`config.mk`:
```
export PLATFORM = sky130hd
export DESIGN_NAME = tanh_lut_sched
export DESIGN_NICKNAME = d
export VERILOG_FILES = /design/src/rtl/tanh_sched_pkg.sv /design/src/rtl/rr_arbiter.sv /design/src/rtl/tanh_lut_sched.sv
export SDC_FILE = /design/constraint.sdc
export NUM_CORES = 1
export LEC_CHECK = 0
export ABC_CLOCK_PERIOD_IN_PS = 6300
export CAP_MARGIN = 20
export CORE_MARGIN = 2
export CORE_UTILIZATION = 34
export CTS_BUF_LIST = sky130_fd_sc_hd__clkbuf_4 sky130_fd_sc_hd__clkbuf_8
export CTS_CLUSTER_SIZE = 30
export DETAILED_ROUTE_END_ITERATION = 10
export PLACE_DENSITY_LB_ADDON = 0.2
export SYNTH_ARGS = -nofsm -noshare
export SYNTH_HDL_FRONTEND = slang
export SYNTH_SLANG_ARGS = --single-unit
```
`constraint.sdc`:
```
create_clock -name clk -period 6.3 [get_ports clk]
set_input_delay 0.945 -clock clk [delete_from_list [all_inputs] [get_ports clk]]
set_output_delay 0.945 -clock clk [all_outputs]
set_load 0.02 [all_outputs]
```
`src/rtl/tanh_sched_pkg.sv`:
```
// Shared types and helpers for the time-shared tanh LUT scheduler family.
package tanh_sched_pkg;

    localparam int DEF_DATA_W = 8;
    localparam int DEF_ADDR_W = 4;
    localparam int DEF_FRAC_W = DEF_DATA_W - DEF_ADDR_W;

    typedef enum logic [1:0] {IDLE, LOOKUP, INTERP, RESP} state_t;

    // Clamp a signed value into the range of a w-bit two's complement word.
    function automatic logic signed [31:0] saturate(input logic signed [31:0] v, input int w);
        logic signed [31:0] hi;
        logic signed [31:0] lo;
        hi = (32'sd1 <<< (w - 1)) - 32'sd1;
        lo = -(32'sd1 <<< (w - 1));
        if (v > hi)
            return hi;
        else if (v < lo)
            return lo;
        return v;
    endfunction

endpackage

```
`src/rtl/rr_arbiter.sv`:
```
// Combinational round-robin arbiter: first requester after i_ptr (mod NREQ) wins.
module rr_arbiter #(
    parameter int NREQ = 4,
    parameter int ID_W = $clog2(NREQ)
) (
    input  logic [NREQ-1:0] i_req,
    input  logic [ID_W-1:0] i_ptr,
    output logic [NREQ-1:0] o_gnt,
    output logic [ID_W-1:0] o_idx,
    output logic            o_any
);

    logic [ID_W-1:0] w_j;

    always_comb begin
        o_gnt = '0;
        o_idx = '0;
        o_any = 1'b0;
        w_j   = '0;
        for (int k = 1; k <= NREQ; k++) begin
            w_j = ID_W'((int'(i_ptr) + k) % NREQ);
            if (!o_any && i_req[w_j]) begin
                o_any      = 1'b1;
                o_idx      = w_j;
                o_gnt[w_j] = 1'b1;
            end
        end
    end

endmodule

```
`src/rtl/tanh_lut_sched.sv`:
```
// Shares one external piecewise-linear tanh LUT among NREQ requesters,
// interpolating base/next with the low input bits and returning result + ID.
module tanh_lut_sched
    import tanh_sched_pkg::*;
#(
    parameter int NREQ   = 4,
    parameter int DATA_W = DEF_DATA_W,
    parameter int ADDR_W = DEF_ADDR_W,
    parameter int FRAC_W = DATA_W - ADDR_W,
    parameter int ID_W   = $clog2(NREQ)
) (
    input  logic                   clk,
    input  logic                   rst,
    input  logic [NREQ-1:0]        req_valid,
    output logic [NREQ-1:0]        req_ready,
    input  logic [NREQ*DATA_W-1:0] req_data,
    output logic                   resp_valid,
    input  logic                   resp_ready,
    output logic [DATA_W-1:0]      resp_data,
    output logic [ID_W-1:0]        resp_id,
    output logic [ADDR_W-1:0]      lut_address,
    input  logic [DATA_W-1:0]      lut_base,
    input  logic [DATA_W-1:0]      lut_next,
    output logic                   busy
);

    localparam int DIFF_W = DATA_W + 1;
    localparam int PROD_W = DATA_W + FRAC_W + 1;
    localparam int SUM_W  = DATA_W + 2;

    state_t              r_state;
    logic [FRAC_W-1:0]   r_frac;
    logic [ID_W-1:0]     r_id;
    logic [ID_W-1:0]     r_ptr;
    logic [ADDR_W-1:0]   r_addr;
    logic                r_resp_valid;
    logic [DATA_W-1:0]   r_resp_data;
    logic [ID_W-1:0]     r_resp_id;

    logic [NREQ-1:0]     w_gnt;
    logic [ID_W-1:0]     w_idx;
    logic                w_any;
    logic [DATA_W-1:0]   w_sel;

    logic signed [DATA_W-1:0] w_base;
    logic signed [DATA_W-1:0] w_next;
    logic signed [DIFF_W-1:0] w_diff;
    logic signed [FRAC_W:0]   w_frac;
    logic signed [PROD_W-1:0] w_prod;
    logic signed [SUM_W-1:0]  w_sum;
    logic [DATA_W-1:0]        w_sat;

    rr_arbiter #(.NREQ(NREQ), .ID_W(ID_W)) u_arb (
        .i_req (req_valid),
        .i_ptr (r_ptr),
        .o_gnt (w_gnt),
        .o_idx (w_idx),
        .o_any (w_any)
    );

    always_comb begin
        w_sel = '0;
        for (int i = 0; i < NREQ; i++)
            if (w_idx == ID_W'(i))
                w_sel = req_data[i*DATA_W +: DATA_W];
    end

    // Strobe is gated by reset so nothing looks accepted while held in reset.
    assign req_ready = (rst && r_state == IDLE && w_any) ? w_gnt : '0;

    // Interpolation: diff/prod widths are chosen so no intermediate can overflow.
    assign w_base = lut_base;
    assign w_next = lut_next;
    assign w_diff = DIFF_W'(w_next) - DIFF_W'(w_base);
    assign w_frac = {1'b0, r_frac};
    assign w_prod = PROD_W'(w_diff) * PROD_W'(w_frac);
    assign w_sum  = SUM_W'(w_base) + SUM_W'(w_prod >>> FRAC_W);
    assign w_sat  = DATA_W'(saturate(32'(w_sum), DATA_W));

    always_ff @(posedge clk or negedge rst) begin
        if (!rst) begin
            r_state      <= IDLE;
            r_frac       <= '0;
            r_id         <= '0;
            r_ptr        <= ID_W'(NREQ - 1);
            r_addr       <= '0;
            r_resp_valid <= 1'b0;
            r_resp_data  <= '0;
            r_resp_id    <= '0;
        end else begin
            case (r_state)
                IDLE: begin
                    if (w_any) begin
                        r_frac  <= w_sel[FRAC_W-1:0];
                        r_id    <= w_idx;
                        r_ptr   <= w_idx;
                        r_addr  <= w_sel[DATA_W-1:FRAC_W];
                        r_state <= LOOKUP;
                    end
                end
                LOOKUP: r_state <= INTERP;
                INTERP: begin
                    r_resp_data  <= w_sat;
                    r_resp_id    <= r_id;
                    r_resp_valid <= 1'b1;
                    r_state      <= RESP;
                end
                RESP: begin
                    if (resp_ready) begin
                        r_resp_valid <= 1'b0;
                        r_state      <= IDLE;
                    end
                end
                default: r_state <= IDLE;
            endcase
        end
    end

    assign resp_valid  = r_resp_valid;
    assign resp_data   = r_resp_data;
    assign resp_id     = r_resp_id;
    assign lut_address = r_addr;
    assign busy        = (r_state != IDLE);

endmodule

```
Word-level counts from Yosys, hierarchy flattened:

Cells that the tools add are included.

* flip-flop bits (word level): 25
* input bits: 55
* output and inout port bits: 20
* word-level logic and storage cells: 98

* add/subtract/negate cells: 6
* multiply operators: 1
* $lt $le $gt $ge: 10
* eq/ne operators: 8
* muxes and demuxes: 43
* bitwise logic cells: 3
* reductions and logical operators: 19

Operators by type and width (number)
* 2-to-1 mux 8 bit: 7
* 2-to-1 mux 4 bit: 5
* 2-to-1 mux 1 bit: 15
* multiplier 9 x 5 -> 13 bit: 1
* less-than comparator 2 x 3 -> 1 bit (second input constant): 4
* 2-to-1 mux 2 bit: 6
* bitwise OR 4 bit: 3
* adder 8 x 9 -> 10 bit: 1
* > comparator 10 x 8 -> 1 bit (second input constant): 1
* less-than comparator 10 x 8 -> 1 bit (second input constant): 1
* logical AND 1 bit: 9
* subtractor 8 x 8 -> 9 bit: 1
* binary-select mux 1 bit (select 2 bit): 4
* demux 1 bit (select 2 bit): 4
* equality test 2 bit (second input constant): 4
* >= comparator 2 x 1 -> 1 bit (second input constant): 4
* one-hot mux 2 bit (4 select lines): 1
* AND reduction 2 bit: 3
* adder 2 x 1 -> 2 bit (second input constant): 2
* adder 2 bit (second input constant): 2
* equality test 2 x 1 -> 1 bit (second input constant): 2
* zero test 2 bit: 2
* != test 2 bit (second input constant): 2
* nonzero test 2 bit: 2
* other kinds (2): 4

Logic depth before layout (Yosys ltp):

Gate-level depths: netlist of run 1.

* depth in word-level cells: 18
* depth in mapped cells: 29
* mapped depth without buffers: 29

Modules after synthesis:

A second synthesis of run 1 with hierarchy kept.

* cell total of the unflattened synthesis: 448
* area, all modules: 3823.7 um^2

Modules (own cells, without submodules)
* tanh_lut_sched: instances 1, cells an instance 362, area an instance 3194.3 um^2, sequential area each 628.1 um^2
* rr_arbiter: instances 1, cells an instance 86, area an instance 629.4 um^2, sequential area each 0.0 um^2

Worst setup path before layout of run 1:

No wires, ideal clock.

* path kind: input-to-reg
* start: input lut_base[1]
* end: register r_resp_data[0] (netlist: resp_data[0])
* data arrival time: 6559 ps
* data required time: 6157 ps
* setup slack: -403 ps
* cell stages on the path: 27
* path buffers: 0
* path through: inv_1 > ha_1 > nor2b_1 > o21ai_0 > a21boi_0 > o21ai_0 > nor2b_1 > xnor2_1 > and2_1 > ha_1 > fa_1 > inv_1 > fa_1 > inv_1 > ha_1 > or4_1 > o221a_2 > o21ai_0 > nand2b_1 > xor2_1 > ha_1 > or3_1 > o22a_1 > nor2_1 > xnor2_1 > a311oi_2 > a21oi_1

* longest elaborated chain between the ends: 7
* elaborated cells between the ends (all ways): 9
* classes of those cells: add/sub (2); mul (1); order compare (2); mux (4)

RTL lines
* from (decl): RTL line tanh_lut_sched.sv:22 `input logic [DATA_W-1:0] lut_base,`
* subtractor 8 x 8 -> 9 bit: RTL line tanh_lut_sched.sv:74 `assign w_diff = DIFF_W'(w_next) - DIFF_W'(w_base);`
* multiplier 9 x 5 -> 13 bit: RTL line tanh_lut_sched.sv:76 `assign w_prod = PROD_W'(w_diff) * PROD_W'(w_frac);`
* adder 8 x 9 -> 10 bit (*): RTL line tanh_lut_sched.sv:77 `assign w_sum = SUM_W'(w_base) + SUM_W'(w_prod >>> FRAC_W);`
* less-than comparator 10 x 8 -> 1 bit: RTL line tanh_sched_pkg.sv:18 `else if (v < lo)`
* 2-to-1 mux 1 bit: RTL line tanh_sched_pkg.sv:18
* 2-to-1 mux 1 bit: RTL line tanh_sched_pkg.sv:16 `if (v > hi)`
* 2-to-1 mux 8 bit (*): RTL line tanh_sched_pkg.sv:20 `return v;`
* to (signal assigned): RTL line tanh_lut_sched.sv:103 `r_resp_data <= w_sat;`
* to (decl): RTL line tanh_lut_sched.sv:37 `logic [DATA_W-1:0] r_resp_data;`

Every way passes the cells marked *; elsewhere a longest branch is shown, timed or not.
A chain may end at the register's enable or synchronous reset.

Final worst setup path of run 1:

* start: input lut_base[2]
* end: register r_resp_data[0] (netlist: resp_data[0])

Same word-level chain as after synthesis.

==> results.md, run 1 <==
Logic synthesis:
- Of the total synthesized cell area, the portion taken by full adders, half adders and majority gates is 0.265.
- The synthesized netlist cell count is 439.
- The most used flip-flop cell after synthesis is sky130_fd_sc_hd__dfrtp_1.
- Of the post-synthesis cell area, the part taken by muxes is 0.0782.
- The fraction of the mapped netlist area in compound gates is 0.169.
- Yosys mapped a number of flops with a built-in enable equal to 0.
- The register area share after synthesis is 0.170.
- Of all flip-flops after synthesis, the portion carrying an async set or reset was 1.00.
- The number of unique standard cell types used by synthesis is 56.
- The post-synthesis average cell area is 8.42 um2.
- The area of the mapped netlist is 0.00369 mm2.
- Of the total synthesized cell area, the portion taken by AND, OR, NAND and NOR gates is 0.187.
- Of the total synthesized cell area, the portion taken by XOR and XNOR cells is 0.0474.
- The total nets after synthesis is 561.
- By area, the combinational part of the netlist is dominated by adder cells.
- The count of warnings emitted by yosys is 0.
- After synthesis the netlist holds a flip-flop and latch count of 25.

STA:
- The actual slew at the worst max-slew pin is 585 ps.
- Across all setup checks in the final design, the least slack found is -37.6 ps.
- The setup clock skew after layout is 4.31 ps.
- The final number of setup-violating endpoints is 7.
- The final hold violation count is 0.
- The routed design could run at a clock period as short as 6340 ps.
- Of the available clock period, the critical path in the final layout requires 1.01.
- The worst slew slack as a fraction of its limit is 0.610.
- Setup repair after global routing could not meet its margin everywhere.
- Static timing analysis puts the maximum clock frequency at 0.158 GHz.
- The max-slew violation count is 0.

Min path:
- The startpoint of the tightest hold check path is r_id[1].
- The path class of the tightest hold or removal check is reg -> reg.

Finish:
- The number of fill cells in the layout is 1,046.
- The area growth from synthesis to final layout is 47.7%.
- The commonest non-fill, non-tap cell in the layout is sky130_fd_sc_hd__buf_4.
- The final-stage net count is 697.
- Of the cells placed in the final design, the portion with a size suffix greater than 1 is 0.265.
- The number of antenna diodes in the final layout is 0.
- In the layout the commonest cells are 69 x sky130_fd_sc_hd__buf_4, 62 x sky130_fd_sc_hd__clkdlybuf4s50_1, 47 x sky130_fd_sc_hd__inv_1, 46 x sky130_fd_sc_hd__nor2_1, 35 x sky130_fd_sc_hd__ha_1.

Global routing:
- The maximum number of pins on one net before global-route repair is 27.
- The global routing usage summed across all routing layers is 0.171.
- Summed over all layers, the global routing overflow is 0.
- The via count of the first global-routing pass is 3,666.
- The initial antenna violation count is 0.
- The first global-routing pass estimated 16,400 um of wire.

Outcome:
- The final reports fail on negative setup slack.
- The run finished, with violations left.

Setup path:
- The startpoint identified for the worst register-to-register timing path is r_frac[2].
- The required arrival time at the worst endpoint is 6510 ps.
- Of all nets on the critical path, the largest fanout is 7.
- The worst path arrival time is 6550 ps.
- The launch point of the worst path is lut_base[2].
- STA classifies the critical path endpoint as a flop.
- By startpoint and endpoint, the worst setup path is classified as in -> reg.
- The highest-delay cell along the critical path is sky130_fd_sc_hd__or4_4.
- STA classifies the critical path startpoint as an input port.
- On the worst path, the slowest cell contributes a delay of 540 ps.

Floorplan:
- The total area inside the core boundary comes to 0.0107 mm2.
- The die span in y is 108 um.
- The placement row count is 38.
- The overall die area is 0.0117 mm2.
- The die is 108 um wide.
- The starting density of the core is 0.345.
- In this run the count of I/O pins placed on the die edge is 75.

Detailed routing:
- For this run, the detailed router's first-pass iteration total came to 4.
- The total detailed-routing wirelength is 9340 um.
- The post-detailed-route count of antenna-violating nets is 0.
- In the routed layout, each cell is associated on average with a via count of 4.88.
- For this block, the initial DRC count from the detailed router was 84.
- After detailed routing, the average wire length per cell comes to 13.1 um.
- The routed layout has 3,483 vias.
- In the routed design, unresolved DRC markers number 0.

CTS:
- The number of buffers created by CTS is 3.
- The TritonCTS clock tree is done.
- The deepest clock path buffer count is 2.
- The clock-pin transition on the worst setup and hold timing paths is 100 ps.
- In this run the number of H-tree levels came out at 1.
- For this design, the sink count on the clock tree is 25.
- The later-pin clock latency in the skew report is 270 ps.
- The root buffer selected by CTS is sky130_fd_sc_hd__clkbuf_8.

Placement:
- The half-perimeter wire length after placement is 7550 um.
- The number of port buffers is 74.
- At the placement stage, the worst setup path has a slack of -1190 ps.
- The global placement routability congestion is 0.833.

Flow run:
- The number of maximum-capacitance violations is 0.
## area by class of cell
class                           count  area, um2  share of cell area
Inverter                           55        221              0.0406
Multi-Input combinational cell    344       3100               0.568
Clock inverter                      1       5.00            0.000917
Timing Repair Buffer              146       1290               0.236
Sequential cell                    25        628               0.115
Clock buffer                        3       41.3             0.00757
Tap cell                          140        175              0.0321
## cells in the mapped netlist, types with 10 or more instances
cell	n	area, um2
sky130_fd_sc_hd__a21oi_1	30	150
sky130_fd_sc_hd__ha_1	48	601
sky130_fd_sc_hd__nand2_1	26	97.6
sky130_fd_sc_hd__nand2b_1	10	62.6
sky130_fd_sc_hd__and2_1	22	138
sky130_fd_sc_hd__dfrtp_1	23	576
sky130_fd_sc_hd__nor2_1	51	191
sky130_fd_sc_hd__nor2b_1	10	62.6
sky130_fd_sc_hd__fa_1	19	380
sky130_fd_sc_hd__xnor2_1	15	131
sky130_fd_sc_hd__inv_1	55	206
sky130_fd_sc_hd__mux2i_1	18	180
sky130_fd_sc_hd__o21ai_0	14	70.1
## cell families after synthesis
logic type | after synthesis
compound gates | 93
simple gates | 140
fa+ha+maj | 67
flops | 25
mux | 24
xor+xnor | 20
buf+inv | 70
## metrics by stage
| step | utilization | std cells | hold slack, ps | setup TNS, ps | cell area (um2) |
|---|---|---|---|---|---|
| floorplan | - | 439 | 441 | -661 | 3760 |
| detailed placement | 0.471 | 699 | 466 | -8800 | 5040 |
| global placement | 0.471 | 699 | 460 | -7660 | 5040 |
| CTS | 0.506 | 712 | 490 | 0 | 5420 |
| global route | 0.510 | 714 | 533 | -1990 | 5460 |
| finish | 0.510 | 714 | 482 | -236 | 5460 |
## path summary, 6_finish.rpt
check                          endpoint  slack [ps]  depth (start not counted)
min in group asynchronous       r_id[0]        1030                          2
min reg2reg                     r_id[1]         480                          2
max in group asynchronous      r_ptr[0]        4960                          2
max                        resp_data[0]         -40                         29
min                             r_id[1]         480                          2
max reg2reg                resp_data[6]        1040                         23
## what timing repair did
item / in CTS / in global routing
pin swaps: 31 / 11
gates resized for setup: 85 / 8
setup buffers: 10 / 2
endpoints found under the setup margin: 8 / 7
hold buffers: 0 / 0
## critical path, delay by kind of cell
kind                       cells  cell delay (ps)
buffers and inverters          7              700
and+or+nand+nor                7             1600
AOI/OAI and AO/OA              7             1090
xor gates and xnor gates       2              310
adders and majority gates      6             1900
## registers in the layout, indices dropped and copies added (netlist names)
name,flops
r_id,2
r_state,2
r_frac,4
r_ptr,2
resp_id,2
lut_address,4
resp_valid,1
resp_data,8
## per-layer routing
layer  GRT usage  wire length [um]  up-vias  part of all wire
li1            -                 -     1768                 -
met1       0.216              4230     1637              0.45
met2       0.319              4580       78              0.49
met3      0.0235               516        0             0.055
met4      0.0192                 0        0                 0
met5           0                 0        -                 0
Power of run 1 is not shown: default switching activity piles up to over one toggle a cycle in this logic, so the estimate is an artifact.
==> run 2: changes to the inputs <==
==> constraint.sdc (replaced) <==
create_clock -name clk -period 6.3 [get_ports clk]
set_input_delay 1.26 -clock clk [delete_from_list [all_inputs] [get_ports clk]]
set_output_delay 1.26 -clock clk [all_outputs]
set_load 0.02 [all_outputs]
==> results.md, run 2 (same netlist as run 1, synthesis figures left out) <==
STA:
- Across all setup checks in the final design, the least slack found is -390 ps.
- The max-slew violation count is 0.
- Setup violations remaining at the end of the flow were counted as 8.
- For the pin with the worst max-slew slack, the measured transition is 606 ps.
- Headroom to the max-slew limit came out at 0.596.
- The final hold violation count is 0.
- Across all hold checks on the routed design, the worst slack comes to 497 ps.
- The setup clock skew after layout is 15.1 ps.
- The minimum clock period after layout is 6690 ps.
- Timing would allow up to 0.149 GHz.
- Setup repair after global routing could not meet its margin everywhere.
- The final period utilization is 1.06.
- The post-route setup TNS is -2800 ps.

Setup path:
- In this design, the critical path's most frequently occurring cell is sky130_fd_sc_hd__inv_1.
- The peak per-stage delay on the critical path is 530 ps.
- The worst setup path is captured at a flop.
- The highest fanout seen on the critical path is 7.
- At the worst endpoint, the arrival time is 6900 ps.
- The highest-delay cell along the critical path is sky130_fd_sc_hd__fa_1.
- The sort of element at the start of the critical path is an input port.
- At the worst endpoint, the required time is 6510 ps.
- By startpoint and endpoint, the worst setup path is classified as in -> reg.

Finish:
- The multi-input combinational cells in the finished layout cover a total of 0.00306 mm2.
- The final-stage net count is 706.
- The total area of sequential cells is 628 um2.
- The area growth from synthesis to layout is 48.2%.
- The antenna cell count is 0.
- Excluding fillers, the count of instances in the completed layout stands at 723.
- The number of fill cells in the layout is 1,053.
- In the final layout, the share of cells above drive strength 1 is 0.271.
- The register with the most flip-flops in the layout has 8 of them.
- Leaving out fill and tap cells, the most frequent cell in the layout is sky130_fd_sc_hd__buf_4.
- In the layout the commonest cells are 77 x sky130_fd_sc_hd__buf_4, 62 x sky130_fd_sc_hd__clkdlybuf4s50_1, 48 x sky130_fd_sc_hd__inv_1, 46 x sky130_fd_sc_hd__nor2_1, 36 x sky130_fd_sc_hd__ha_1.

CTS:
- The TritonCTS clock tree is done.
- Counting along the longest clock path gives a buffer depth of 2.
- The number of buffers created by CTS is 3.
- The root buffer selected by CTS is sky130_fd_sc_hd__clkbuf_8.
- The later pin in the worst-skew pair is clocked with a latency of 280 ps.
- After clock tree synthesis, the clock-pin slew on the worst setup and hold paths is 100 ps.
- In this run the number of H-tree levels came out at 1.
- The cts-stage hold buffer count is 0.
- The tree built by TritonCTS fans out to 25 sinks.

Detailed routing:
- In the routed design, unresolved DRC markers number 0.
- The number of detailed-routing iterations run before antenna repair is 4.
- The total detailed-routing wirelength is 9460 um.
- The detail route stage leaves a number of antenna-violating nets equal to 0.
- The post-detailed-route via-to-cell ratio is 4.86.
- The violation count after the first detailed-route iteration is 90.
- The final route contains 3,517 vias.
- The detailed-route wire length per cell is 13.1 um.

Floorplan:
- The floorplan step defined a die boundary enclosing 0.0117 mm2.
- The starting density of the core is 0.345.
- The placement row count is 38.
- In this run the count of I/O pins placed on the die edge is 75.
- In this run the standard cell core region covers 0.0107 mm2.
- The floorplan step set the die width to 108 um.
- Measured along the y axis, the die boundary spans 108 um.

Global routing:
- The global route total overflow is 0.
- The first global-routing pass estimated 16,700 um of wire.
- The via count of the first global-routing pass is 3,775.
- The initial antenna violation count is 0.
- For this run, the total global-route usage over all layers was measured as 0.175.
- Entering global routing, the biggest net connects 27 pins.

Min path:
- The tightest min-delay check is of the reg -> reg type.

Outcome:
- The checks that failed: negative setup slack.
- The run finished, with violations left.

Placement:
- The number of port buffers is 74.
- The global placement routability congestion is 0.838.
- The number of placed instances, taps included is 700.
- Detailed placement ended at an HPWL of 7600 um.

Flow run:
- Across the run, the number of max-cap violations was 0.
run 2: cell types whose count changed in the layout (fill, tap and decap cells not counted), sizes merged:
cell,delta
buf,+10
clkdlybuf4s15,-3
clkbuf,+1
dlygate4sd2,+1
run 2: per-layer routing:
metal	up-vias	routed length [um]	track usage
li1	1775	-	-
met1	1664	4200	0.219
met2	72	4760	0.321
met3	6	429	0.0253
met4	0	71	0.0302
met5	-	0	0
run 2: what timing repair did:
item | 4_1_cts | 5_1_grt
gates resized for setup | 84 | 9
pin swaps | 26 | 8
setup buffers | 17 | 2
endpoints found under the setup margin | 8 | 8
run 2: cell type report:
cell class	instances	share of cell area
sequential	25	0.115
inverter	55	0.0400
clock buffer	3	0.00754
tap	140	0.0320
clock inverter	1	0.000914
timing repair buffer	155	0.246
multi-input combinational	344	0.558
run 2: path summary, 6_finish.rpt:
check                            startpoint  cells after the start      endpoint  slack [ps]
worst max register to register    r_frac[2]                     23  resp_data[4]        1070
min in group asynchronous               rst                      2       r_id[0]        1340
worst min register to register      r_id[1]                      2       r_id[1]         500
worst max-delay path            lut_next[0]                     30  resp_data[4]        -390
max in group asynchronous               rst                      2      r_ptr[1]        4650
worst min-delay path                r_id[1]                      2       r_id[1]         500
run 2: critical path, delay by kind of cell:
| kind | cells | cell delay [ps] |
|---|---|---|
| AOI/OAI and AO/OA | 7 | 950 |
| xor gates and xnor gates | 2 | 280 |
| adders and majority gates | 7 | 2180 |
| buffers and inverters | 7 | 590 |
| and+or+nand+nor | 7 | 1630 |
run 2: stage by stage:
| step | utilization | setup WS, ps | area (um2) |
|---|---|---|---|
| final | 0.512 | -390 | 5470 |
| after global routing | 0.512 | -661 | 5470 |
| after CTS | 0.509 | -334 | 5440 |
| after detailed placement | 0.472 | -1540 | 5040 |
| after global placement | 0.472 | -1340 | 5040 |
| after floorplan | - | -409 | 3760 |
Power of run 2 is left out for the same reason.
==> run 3: changes to the inputs <==
CORE_MARGIN = 10   (was 2)
==> results.md, run 3 (same netlist as run 1, synthesis figures left out) <==
Detailed routing:
- The detailed-route wire length per cell is 14.2 um.
- The post-detailed-route via-to-cell ratio is 4.90.
- After detailed routing, the wire length on met1 is 4600 um.
- The wire length on met3 is 433 um.
- The post-detailed-route count of antenna-violating nets is 0.
- The overall via count from detail_route is 3,469.
- The number of remaining DRC errors is 0.
- The first detailed-routing pass took 4 iterations.
- Routed signal wires occupy layers up through met4.
- Wires add up to 10,100 um.
- After the first detailed-routing iteration, the DRC count stood at 109.
- The detailed-routed wire length on met2 is 4980 um.

Floorplan:
- The top-level I/O count is 75.
- The die is 124 um tall.
- The floorplan has 38 rows.
- The floorplan die width is 124 um.
- The die covers 0.0154 mm2.
- The area of the core is 0.0107 mm2.
- The starting density of the core is 0.344.

Finish:
- In the layout the commonest cells are 65 x sky130_fd_sc_hd__buf_4, 64 x sky130_fd_sc_hd__clkdlybuf4s50_1, 47 x sky130_fd_sc_hd__nor2_1, 46 x sky130_fd_sc_hd__inv_1, 38 x sky130_fd_sc_hd__ha_1.
- The share of layout cells above drive strength 1 is 0.243.
- For this run, the post-layout net count is 691.
- Compared with the post-synthesis result, the final layout area differs by 44.6%.
- The register with the most flip-flops in the layout has 8 of them.
- The commonest non-fill, non-tap cell in the layout is sky130_fd_sc_hd__buf_4.
- The number of antenna diodes in the final layout is 0.

Outcome:
- The final reports fail on negative setup slack.
- The flow ran to the end, but the final reports show violations.

Flow run:
- The number of maximum-capacitance violations is 0.

STA:
- In the finished design, the share of the clock period the worst path needs comes to 1.06.
- The final number of setup-violating endpoints is 8.
- The final-layout worst hold slack is 494 ps.
- The worst setup margin is -388 ps.
- Headroom to the max-slew limit came out at 0.638.
- Setup repair after global routing could not meet its margin everywhere.
- At the pin with the least slew margin, the transition time is 543 ps.
- The final hold violation count is 0.
- The max-slew violation count is 0.
- For the final database, setup skew stands at 7.68 ps.
- The minimum clock period after layout is 6690 ps.
- Based on the critical path, the design can be clocked at up to 0.150 GHz.

CTS:
- The clock passes through at most 2 buffers.
- The number of hold buffers added after CTS was 0.
- The tree is rooted in a sky130_fd_sc_hd__clkbuf_8.
- TritonCTS built the clock tree.
- The CTS H-tree depth is 1.
- The clock drives 25 sinks.
- The clock-pin transition on the worst setup and hold timing paths is 100 ps.
- At the later pin of the worst-skew pair, clock insertion delay measures 280 ps.
- Counting the buffers created by CTS gives 3.

Global routing:
- The initial antenna violation count is 0.
- The first-pass GRT wire length is 17,500 um.
- Across every metal layer, demand over resource in global routing totals 0.129.
- Entering global routing, the biggest net connects 27 pins.
- The global route total overflow is 0.
- The via count of the first global-routing pass came to 3,711.

Setup path:
- The highest-delay cell along the critical path is sky130_fd_sc_hd__fa_1.
- The critical path is of the in -> reg type.
- The worst setup slack for register-to-register paths is 1110 ps.
- The sort of element at the end of the critical path is a flop.
- The sort of element at the start of the critical path is an input port.
- The highest fanout seen on the critical path is 7.
- The peak per-stage delay on the critical path is 500 ps.
- The worst path arrival time is 6870 ps.
- The worst register-to-register path has a depth of 22.
- At the worst endpoint, the required time is 6480 ps.

Placement:
- The half-perimeter wire length after placement is 8240 um.
- The global placement routability congestion is 0.858.
- Buffers placed on the I/O ports in this run total 74.

Min path:
- In this run the worst hold path is classified as reg -> reg.
- The worst hold path depth is 2.
[run 3: cell types whose count changed in the layout (fill, tap and decap cells not counted), moves of 3 or more]
cell | before | now
sky130_fd_sc_hd__a21oi_1 | 27 | 23
sky130_fd_sc_hd__buf_6 | 6 | 3
sky130_fd_sc_hd__buf_4 | 77 | 65
sky130_fd_sc_hd__a21oi_2 | 4 | 8
[run 3: final cells by class]
class	count	area, um2
Sequential cell	25	628
Clock inverter	1	7.51
Timing Repair Buffer	140	1240
Fill cell	1053	5400
Multi-Input combinational cell	344	3030
Clock buffer	3	41.3
Inverter	55	221
Tap cell	140	175
[run 3: worst max-delay path: cells and delay by family]
| family | cells | cell delay (ps) |
|---|---|---|
| AOI/OAI and AO/OA | 8 | 1320 |
| buffers and inverters | 5 | 390 |
| xor gates and xnor gates | 2 | 310 |
| and+or+nand+nor | 7 | 1460 |
| adders and majority gates | 7 | 2130 |
[run 3: through the flow]
stage | setup TNS, ps | util | cell area, um2 | worst slack [ps] | instances
after floorplan | -2870 | - | 3760 | -409 | 439
after global placement | -9610 | 0.465 | 5000 | -1250 | 694
after detailed placement | -10720 | 0.465 | 5000 | -1400 | 694
after CTS | -3210 | 0.483 | 5190 | -460 | 703
after global routing | -4310 | 0.497 | 5340 | -591 | 708
final | -2650 | 0.497 | 5340 | -388 | 708
[run 3: metal layers]
metal | vias to the layer above | global-route usage
met5 | - | 0
met2 | 73 | 0.228
met3 | 6 | 0.0281
met1 | 1638 | 0.158
li1 | 1752 | -
met4 | 0 | 0.0158
[run 3: repair_timing]
| item | 4_1_cts | 5_1_grt |
|---|---|---|
| endpoints found under the hold margin | 0 | 0 |
| gates cloned | 0 | 0 |
| buffers inserted | 6 | 5 |
| endpoints found under the setup margin | 8 | 8 |
| pin swaps | 16 | 19 |
| resized for setup | 47 | 31 |
[run 3: path summary, 6_finish.rpt]
path	startpoint	end
max	lut_next[0]	resp_data[0]
min	r_id[1]	r_id[1]
max reg2reg	r_frac[2]	resp_data[0]
min reg2reg	r_id[1]	r_id[1]
max in group asynchronous	rst	r_ptr[0]
min in group asynchronous	rst	resp_data[0]
Power of run 3 is left out for the same reason.
